<file path="config.mk">
export PLATFORM = sky130hd
export DESIGN_NAME = gcd_lcm
export DESIGN_NICKNAME = d
export VERILOG_FILES = /design/src/rtl/gcd_lcm.sv
export SDC_FILE = /design/constraint.sdc
export NUM_CORES = 1
export LEC_CHECK = 0
export ABC_CLOCK_PERIOD_IN_PS = 3950
export CORE_MARGIN = 8
export CORE_UTILIZATION = 64
export DETAILED_ROUTE_END_ITERATION = 10
export DONT_BUFFER_PORTS = 1
export PLACE_DENSITY = 0.9
export SLEW_MARGIN = 10
export SYNTH_ARGS = -nofsm -noshare
export SYNTH_HDL_FRONTEND = slang
export SYNTH_SLANG_ARGS = --single-unit
export TNS_END_PERCENT = 5
</file>
<file path="constraint.sdc">
create_clock -name clk -period 3.95 [get_ports clk]
set_input_delay 0.5925 -clock clk [delete_from_list [all_inputs] [get_ports clk]]
set_output_delay 0.5925 -clock clk [all_outputs]
set_load 0.1 [all_outputs]
</file>
<file path="src/rtl/gcd_lcm.sv">
// LCM post-processor for the GCD response stream: pairs operands with g, then lcm = (a / g) * b.
// Optional GCD_LCM_FASTPATH_EN shortens latency for g==1 and g==a; results are identical.
module gcd_lcm #(
  parameter int unsigned XLEN = 16
) (
  input  logic                clk,
  input  logic                reset,
  input  logic [2*XLEN-1:0]   op_msg,
  input  logic                op_val,
  output logic                op_rdy,
  input  logic [XLEN-1:0]     gcd_msg,
  input  logic                gcd_val,
  output logic                gcd_rdy,
  output logic [2*XLEN-1:0]   resp_msg,
  output logic                resp_val,
  input  logic                resp_rdy
);

  localparam int unsigned PW = 2 * XLEN;
  localparam int unsigned CW = $clog2(XLEN);

  typedef enum logic [2:0] {
    IDLE,
    WAIT_G,
    DIV,
    MUL,
    DONE
  } state_t;

  state_t            r_state;
  logic [XLEN-1:0]   r_a;        // dividend, then quotient, then multiplier
  logic [XLEN-1:0]   r_b;
  logic [XLEN-1:0]   r_g;
  logic [XLEN-1:0]   r_rem;
  logic [PW-1:0]     r_mcand;
  logic [PW-1:0]     r_p;
  logic [CW-1:0]     r_cnt;
  logic              r_op_rdy;
  logic              r_gcd_rdy;
  logic              r_resp_val;
  logic [PW-1:0]     r_resp_msg;

  logic [XLEN:0]     w_rem_sh;
  logic              w_ge;
  logic [XLEN-1:0]   w_rem_sub;
  logic              w_last;
  logic [PW-1:0]     w_p_add;
  logic              w_zero;

  // Restoring-division step: shift next dividend bit into the partial remainder.
  assign w_rem_sh  = {r_rem, r_a[XLEN-1]};
  assign w_ge      = (w_rem_sh >= {1'b0, r_g});
  assign w_rem_sub = w_rem_sh[XLEN-1:0] - r_g;
  assign w_last    = (r_cnt == CW'(XLEN - 1));
  assign w_p_add   = r_p + (r_a[0] ? r_mcand : '0);
  assign w_zero    = (r_a == '0) || (r_b == '0) || (gcd_msg == '0);

  always_ff @(posedge clk) begin
    if (reset) begin
      r_state    <= IDLE;
      r_a        <= '0;
      r_b        <= '0;
      r_g        <= '0;
      r_rem      <= '0;
      r_mcand    <= '0;
      r_p        <= '0;
      r_cnt      <= '0;
      r_op_rdy   <= 1'b1;
      r_gcd_rdy  <= 1'b0;
      r_resp_val <= 1'b0;
      r_resp_msg <= '0;
    end else begin
      case (r_state)
        IDLE: begin
          if (op_val && r_op_rdy) begin
            r_a       <= op_msg[PW-1:XLEN];
            r_b       <= op_msg[XLEN-1:0];
            r_mcand   <= PW'(op_msg[XLEN-1:0]);
            r_p       <= '0;
            r_rem     <= '0;
            r_cnt     <= '0;
            r_op_rdy  <= 1'b0;
            r_gcd_rdy <= 1'b1;
            r_state   <= WAIT_G;
          end
        end

        WAIT_G: begin
          if (gcd_val && r_gcd_rdy) begin
            r_g       <= gcd_msg;
            r_gcd_rdy <= 1'b0;
            if (w_zero) begin
              r_resp_msg <= '0;
              r_resp_val <= 1'b1;
              r_state    <= DONE;
`ifdef GCD_LCM_FASTPATH_EN
            end else if (gcd_msg == r_a) begin
              r_resp_msg <= PW'(r_b);
              r_resp_val <= 1'b1;
              r_state    <= DONE;
            end else if (gcd_msg == XLEN'(1)) begin
              r_state <= MUL;
`endif
            end else begin
              r_state <= DIV;
            end
          end
        end

        DIV: begin
          r_rem <= w_ge ? w_rem_sub : w_rem_sh[XLEN-1:0];
          r_a   <= {r_a[XLEN-2:0], w_ge};
          r_cnt <= r_cnt + CW'(1);
          if (w_last) begin
            r_cnt   <= '0;
            r_state <= MUL;
          end
        end

        MUL: begin
          r_p     <= w_p_add;
          r_mcand <= r_mcand << 1;
          r_a     <= r_a >> 1;
          r_cnt   <= r_cnt + CW'(1);
          if (w_last) begin
            r_cnt      <= '0;
            r_resp_msg <= w_p_add;
            r_resp_val <= 1'b1;
            r_state    <= DONE;
          end
        end

        DONE: begin
          if (resp_rdy) begin
            r_resp_val <= 1'b0;
            r_op_rdy   <= 1'b1;
            r_state    <= IDLE;
          end
        end

        default: begin
          r_state    <= IDLE;
          r_op_rdy   <= 1'b1;
          r_gcd_rdy  <= 1'b0;
          r_resp_val <= 1'b0;
        end
      endcase
    end
  end

  assign op_rdy   = r_op_rdy;
  assign gcd_rdy  = r_gcd_rdy;
  assign resp_val = r_resp_val;
  assign resp_msg = r_resp_msg;

endmodule

</file>
; Word level (Yosys, flattened, before mapping)
; Cells that the tools add are included.
[word_totals]
ff_bits = 170
latchBits = 0
ram_bits = 0
mem_bits_ro = 0
inputBits = 53
elab_cells = 93
n_memories = 0
[classes]
add_sub_neg = 3
multipliers = 0
n_div = 0
magnitude_cmp = 1
eq_ne = 11
shifts = 0
n_mux = 35
bitwise = 3
n_reduce_logical = 28
[op_table]
columns = operator, n
row1 = $mux W32, 6
row2 = $pmux W32 S2, 3
row3 = $logic_not A16 Y1, 3
row4 = $mux W16, 3
row5 = $pmux W16 S3, 1
row6 = $add A32 B32 Y32, 1
row7 = $pmux W16 S2, 1
row8 = $mux W3, 6
row9 = $ge A17 B16 Y1, 1
row10 = $sub A16 B16 Y16, 1
row11 = $pmux W3 S5, 1
row12 = $ne A2 B2 Y1 const B, 6
row13 = $reduce_and A2 Y1, 6
row14 = $reduce_and A5 Y1, 2
row15 = $mux W1, 8
row16 = $mux W4, 2
row17 = $pmux W4 S2, 1
row18 = $reduce_bool A2 Y1, 4
row19 = $eq A3 B2 Y1 const B, 2
row20 = $pmux W1 S3, 2
row21 = $reduce_and A3 Y1, 2
row22 = $reduce_or A3 Y1, 2
row23 = $add A4 B1 Y4 const B, 1
row24 = $eq A4 B4 Y1 const B, 1
row25 = other kinds (10), 15

; Depth between registers and ports, before layout
[logic_depth]
ltp_word = 6
mapped_depth = 13
depth_no_buf = 12

; Least setup slack after synthesis
; OpenSTA, ideal clock, no wires.
[synth_path]
path_kind = register to register
from = register r_a[0]
to = register r_resp_msg[24] (netlist: resp_msg[24])
arrival_ns = 2.877
required_time_ns = 3.886
path_slack_ns = 1.009
path_stages_with_launch = 14
n_path_buf = 1
cell_sequence = dfxtp_1 clkbuf_1 and2_1 ha_1 inv_1 fa_1 nor2b_1 o31ai_1 a211oi_2 nor2_1 o21bai_1 a21oi_1 or4_1 nand3_1
[synth_via]
elab_chain_len = 5
word_cells_on_any_way = 9
[synth_rtl]
columns = item, line
row1 = from (decl), 31  ; logic [XLEN-1:0] r_a;
row2 = from (signal assigned), 76  ; r_a <= op_msg[PW-1:XLEN];
row3 = from (signal assigned), 112  ; r_a <= {r_a[XLEN-2:0], w_ge};
row4 = from (signal assigned), 123  ; r_a <= r_a >> 1;
row5 = "parallel branches: the longest is 5 deep, another holds $add A32 B32 Y32", -
row6 = to (signal assigned), 127  ; r_resp_msg <= w_p_add;
row7 = to (decl), 41  ; logic [PW-1:0] r_resp_msg;
; Parallel ways; which one is timed is not known. The select of a mux whose other input is x is not followed.
; A chain may end at the register's enable or synchronous reset.

; Worst setup path after layout
[layout_path]
from = register r_a[0]
to = register r_resp_msg[20] (netlist: resp_msg[20])
; The elaborated chain is that of the path after synthesis.

==> qor.txt <==
status: finished clean
DRT Pass-1 Iters: 5
Max clock buf depth: 2
Max FO, Critical Path: 8
Core ar.: 14400 µm²
Die ar.: 18700 µm²
grt ovf: 0
diode count: 0
critical path type: flop to flop
Vias/cell: 6.25
delay-heaviest family, CP: compound AO/OA/AOI/OAI gates
Crit-path slowest cell: or4_1
Worst Hold Depth: 1
reg-to-reg endpoint: resp_msg[20]$_SDFFE_PP0P_
DRC violations left: 0
htree depth: 4
Leakage: 0.00386 µW
Worst-Skew Late Latency: 0.44 ns
CTS tree: yes
Worst Hold Class: input port to flop
first-pass GRT wire length: 37300 µm
CTS root buffer: clkbuf_16
Worst EP arrival: 3.70 ns
Final setup viols: 0
Filler cells: 1127
Worst-path clk slew: 0.07 ns
PwrDens: 513 nW/µm²
WHS Endpoint: r_g[5]$_SDFFE_PP0P_
initial antenna violation count: 0
P_sw: 1800 µW
RePlAce Congestion: 0.926
Die W: 137 µm
Final min period: 3.33 ns
# Max-Cap Violations: 0
Post-CTS Resized: 0
Netlist Area Pre-Place: 9330 µm²
number of global-route vias before repair: 7752
crit path cell chain: and2_1, ha_1, inv_1, fa_1, nor2b_1, o31ai_1, a211oi_2, nor2_1, o21bai_1, a21boi_1, or4_1, nand3_1
delay of the slowest critical-path stage: 0.45 ns
Clock power frac: 32.3%
setup TNS: 0 ns
pin count of the biggest net entering global routing: 145
DR WL/cell: 17.1 µm
gr usage total: 24.4%
fmax: 0.301 GHz
Max transition margin: 26.2%
Least-Margin Pin Slew: 1.11 ns
hold buffers post-CTS: 0
Post-synth top flop: dfxtp_1
syn avg cell area: 7.83 µm²
register-to-register setup slack: 0.62 ns
final worst-path cycle share: 84.2%
VDD IR max: 428 µV
Worst Hold Launch: reset
final wirelength: 23100 µm
combinational power share: 28.5%
Final Skew: 0.0137 ns
total number of vias: 8441
clock buffer count from CTS: 17
Final Net Count: 1256
post-synthesis cell count: 1191
Hold Violations, Final: 0
Post-synth EDFFs: 0
DR iter-0 viols: 836
layout cell share with drive strength beyond 1: 6.17%
Post-CTS Setup Inserts: 0
Die Span Y: 137 µm
initial core utilization: 64.9%
most common cell after layout, fill and taps aside: nand2_1
CP bufs+invs: 1
Net Sw Frac: 35.0%
post-DP HPWL: 15900 µm
Rows: 44
CP endpoint kind: flop
crit start category: flop
IO Port Bufs: 0
RSZ-0062 raised after global routing: false
CTS Sinks: 170
synth unique cells: 71
Final Max Tran Viols: 0
sequential element share of the synthesized area: 36.5%
final total power: 5120 µW
Synth-to-Final Area Change: 7.10%
Pint: 3330 µW
Reg power frac: 39.1%
reg2reg start: r_a[0]$_SDFFE_PP0P_
r2r worst-path depth: 12
most frequent cells in the layout: 196 x nand2_1, 170 x dfxtp_1, 130 x a21oi_1, 97 x nor2_1, 48 x ha_1
Syn. warnings: 0
Critical Path RT: 4.32 ns
Ports: 88
share of flip-flops with an asynchronous set or reset: 0%
Routed Antenna Nets: 0
synthesized net count: 1294
number of synthesized register bits: 170
-- kinds of logic after synthesis --
family | count (synthesis) | synth area share (%)
simple gates | 486 | 24.3
compound gates | 331 | 22.7
flops | 170 | 36.5
buf+inv | 100 | 4.23
fa+ha+maj | 50 | 6.87
xor+xnor | 31 | 2.91
mux | 23 | 2.52
-- metal layers --
metal	global-route usage [%]	part of all wire, %
met4	7.63	1.9
met1	31.1	44
met3	5.18	7.2
met5	0	0
met2	40.3	47
-- synthesized netlist by cell type (4+ instances only) --
master    count  area [µm²]
o21a_1       10        75.1
buf_1         8        30.0
nand3b_1     10        75.1
nand2b_1     10        62.6
ha_1         48         601
o211ai_1      7        52.6
xnor2_1      16         140
a22oi_1      13        97.6
a22o_1        8        70.1
nand3_1      43         215
and2_1       36         225
nand4_1      11        68.8
a211oi_1     19         143
nor3b_1       5        37.5
a41oi_1       4        35.0
o21ai_1       5        25.0
a21oi_1     131         656
dfxtp_1     170        3400
o31ai_1       5        37.5
nor3_1       21         105
nor4_1       15        93.8
or2_2         4        25.0
mux2i_1      22         220
xor2_1       15         131
inv_1        29         109
a21o_1       19         143
o21ai_0      43         215
or3_1         6        37.5
nor2b_1      12        75.1
a31oi_1      24         150
nand2_1     196         736
clkbuf_1     58         218
and3_1        7        43.8
nor2_1       99         372
-- area by class of cell --
cell class | count | area [µm²] | area share, %
well taps | 184 | 230 | 2.30
flip-flops and latches | 170 | 3400 | 34.1
clock buffers | 21 | 480 | 4.81
clock inverters | 11 | 110 | 1.10
repair buffers | 14 | 105 | 1.05
multi-input cells | 921 | 5550 | 55.6
inverters | 29 | 109 | 1.09
-- worst reg2reg max path: cells and delay by family, from the launching register on --
family	cells	cell delay, ns
DFF	1	0.44
adders and majority gates	2	0.58
buffers and inverters	1	0.07
AOI/OAI and AO/OA	4	1.11
and+or+nand+nor	5	1.06
-- power by group through the flow --
stage | logic [µW] | clock network, µW | registers [µW]
after global routing | 1600 | 1740 | 2020
after global placement | 1400 | 0 | 2030
after floorplan | 1130 | 0 | 2050
after CTS | 1440 | 1670 | 2000
final | 1460 | 1660 | 2010
after detailed placement | 1430 | 0 | 2040
-- worst max path at each step --
stage / start / end / slack [ns] / cells after the start
after floorplan: r_a[0]$_SDFFE_PP0P_ / resp_msg[24]$_SDFFE_PP0P_ / 1.01 / 13
after global placement: r_a[0]$_SDFFE_PP0P_ / resp_msg[24]$_SDFFE_PP0P_ / 0.95 / 12
after detailed placement: r_a[0]$_SDFFE_PP0P_ / resp_msg[20]$_SDFFE_PP0P_ / 0.76 / 12
after CTS: r_a[0]$_SDFFE_PP0P_ / resp_msg[20]$_SDFFE_PP0P_ / 0.73 / 12
after global routing: r_a[0]$_SDFFE_PP0P_ / resp_msg[20]$_SDFFE_PP0P_ / 0.41 / 12
final: r_a[0]$_SDFFE_PP0P_ / resp_msg[20]$_SDFFE_PP0P_ / 0.62 / 12
-- state kept, by name, indices dropped and copies added (netlist names) --
name	flops
resp_val	1
r_cnt	4
r_p	32
gcd_rdy	1
op_rdy	1
resp_msg	32
r_state	3
r_g	16
r_mcand	32
r_a	16
r_rem	16
r_b	16
-- stage by stage --
step           setup WS [ns]  cells  util [%]  cell area (µm²)  hold WS (ns)
6_report               0.625   1350      69.5             9990         0.228
5_1_grt                0.406   1350      69.5             9990         0.219
4_1_cts                0.734   1350      69.5             9990         0.235
3_5_place_dp           0.764   1318      65.4             9400         0.442
3_3_place_gp           0.949   1318      65.4             9400         0.438
2_1_floorplan           1.01   1191         -             9330         0.432
No activity file was read; power rests on OpenSTA's default activity.
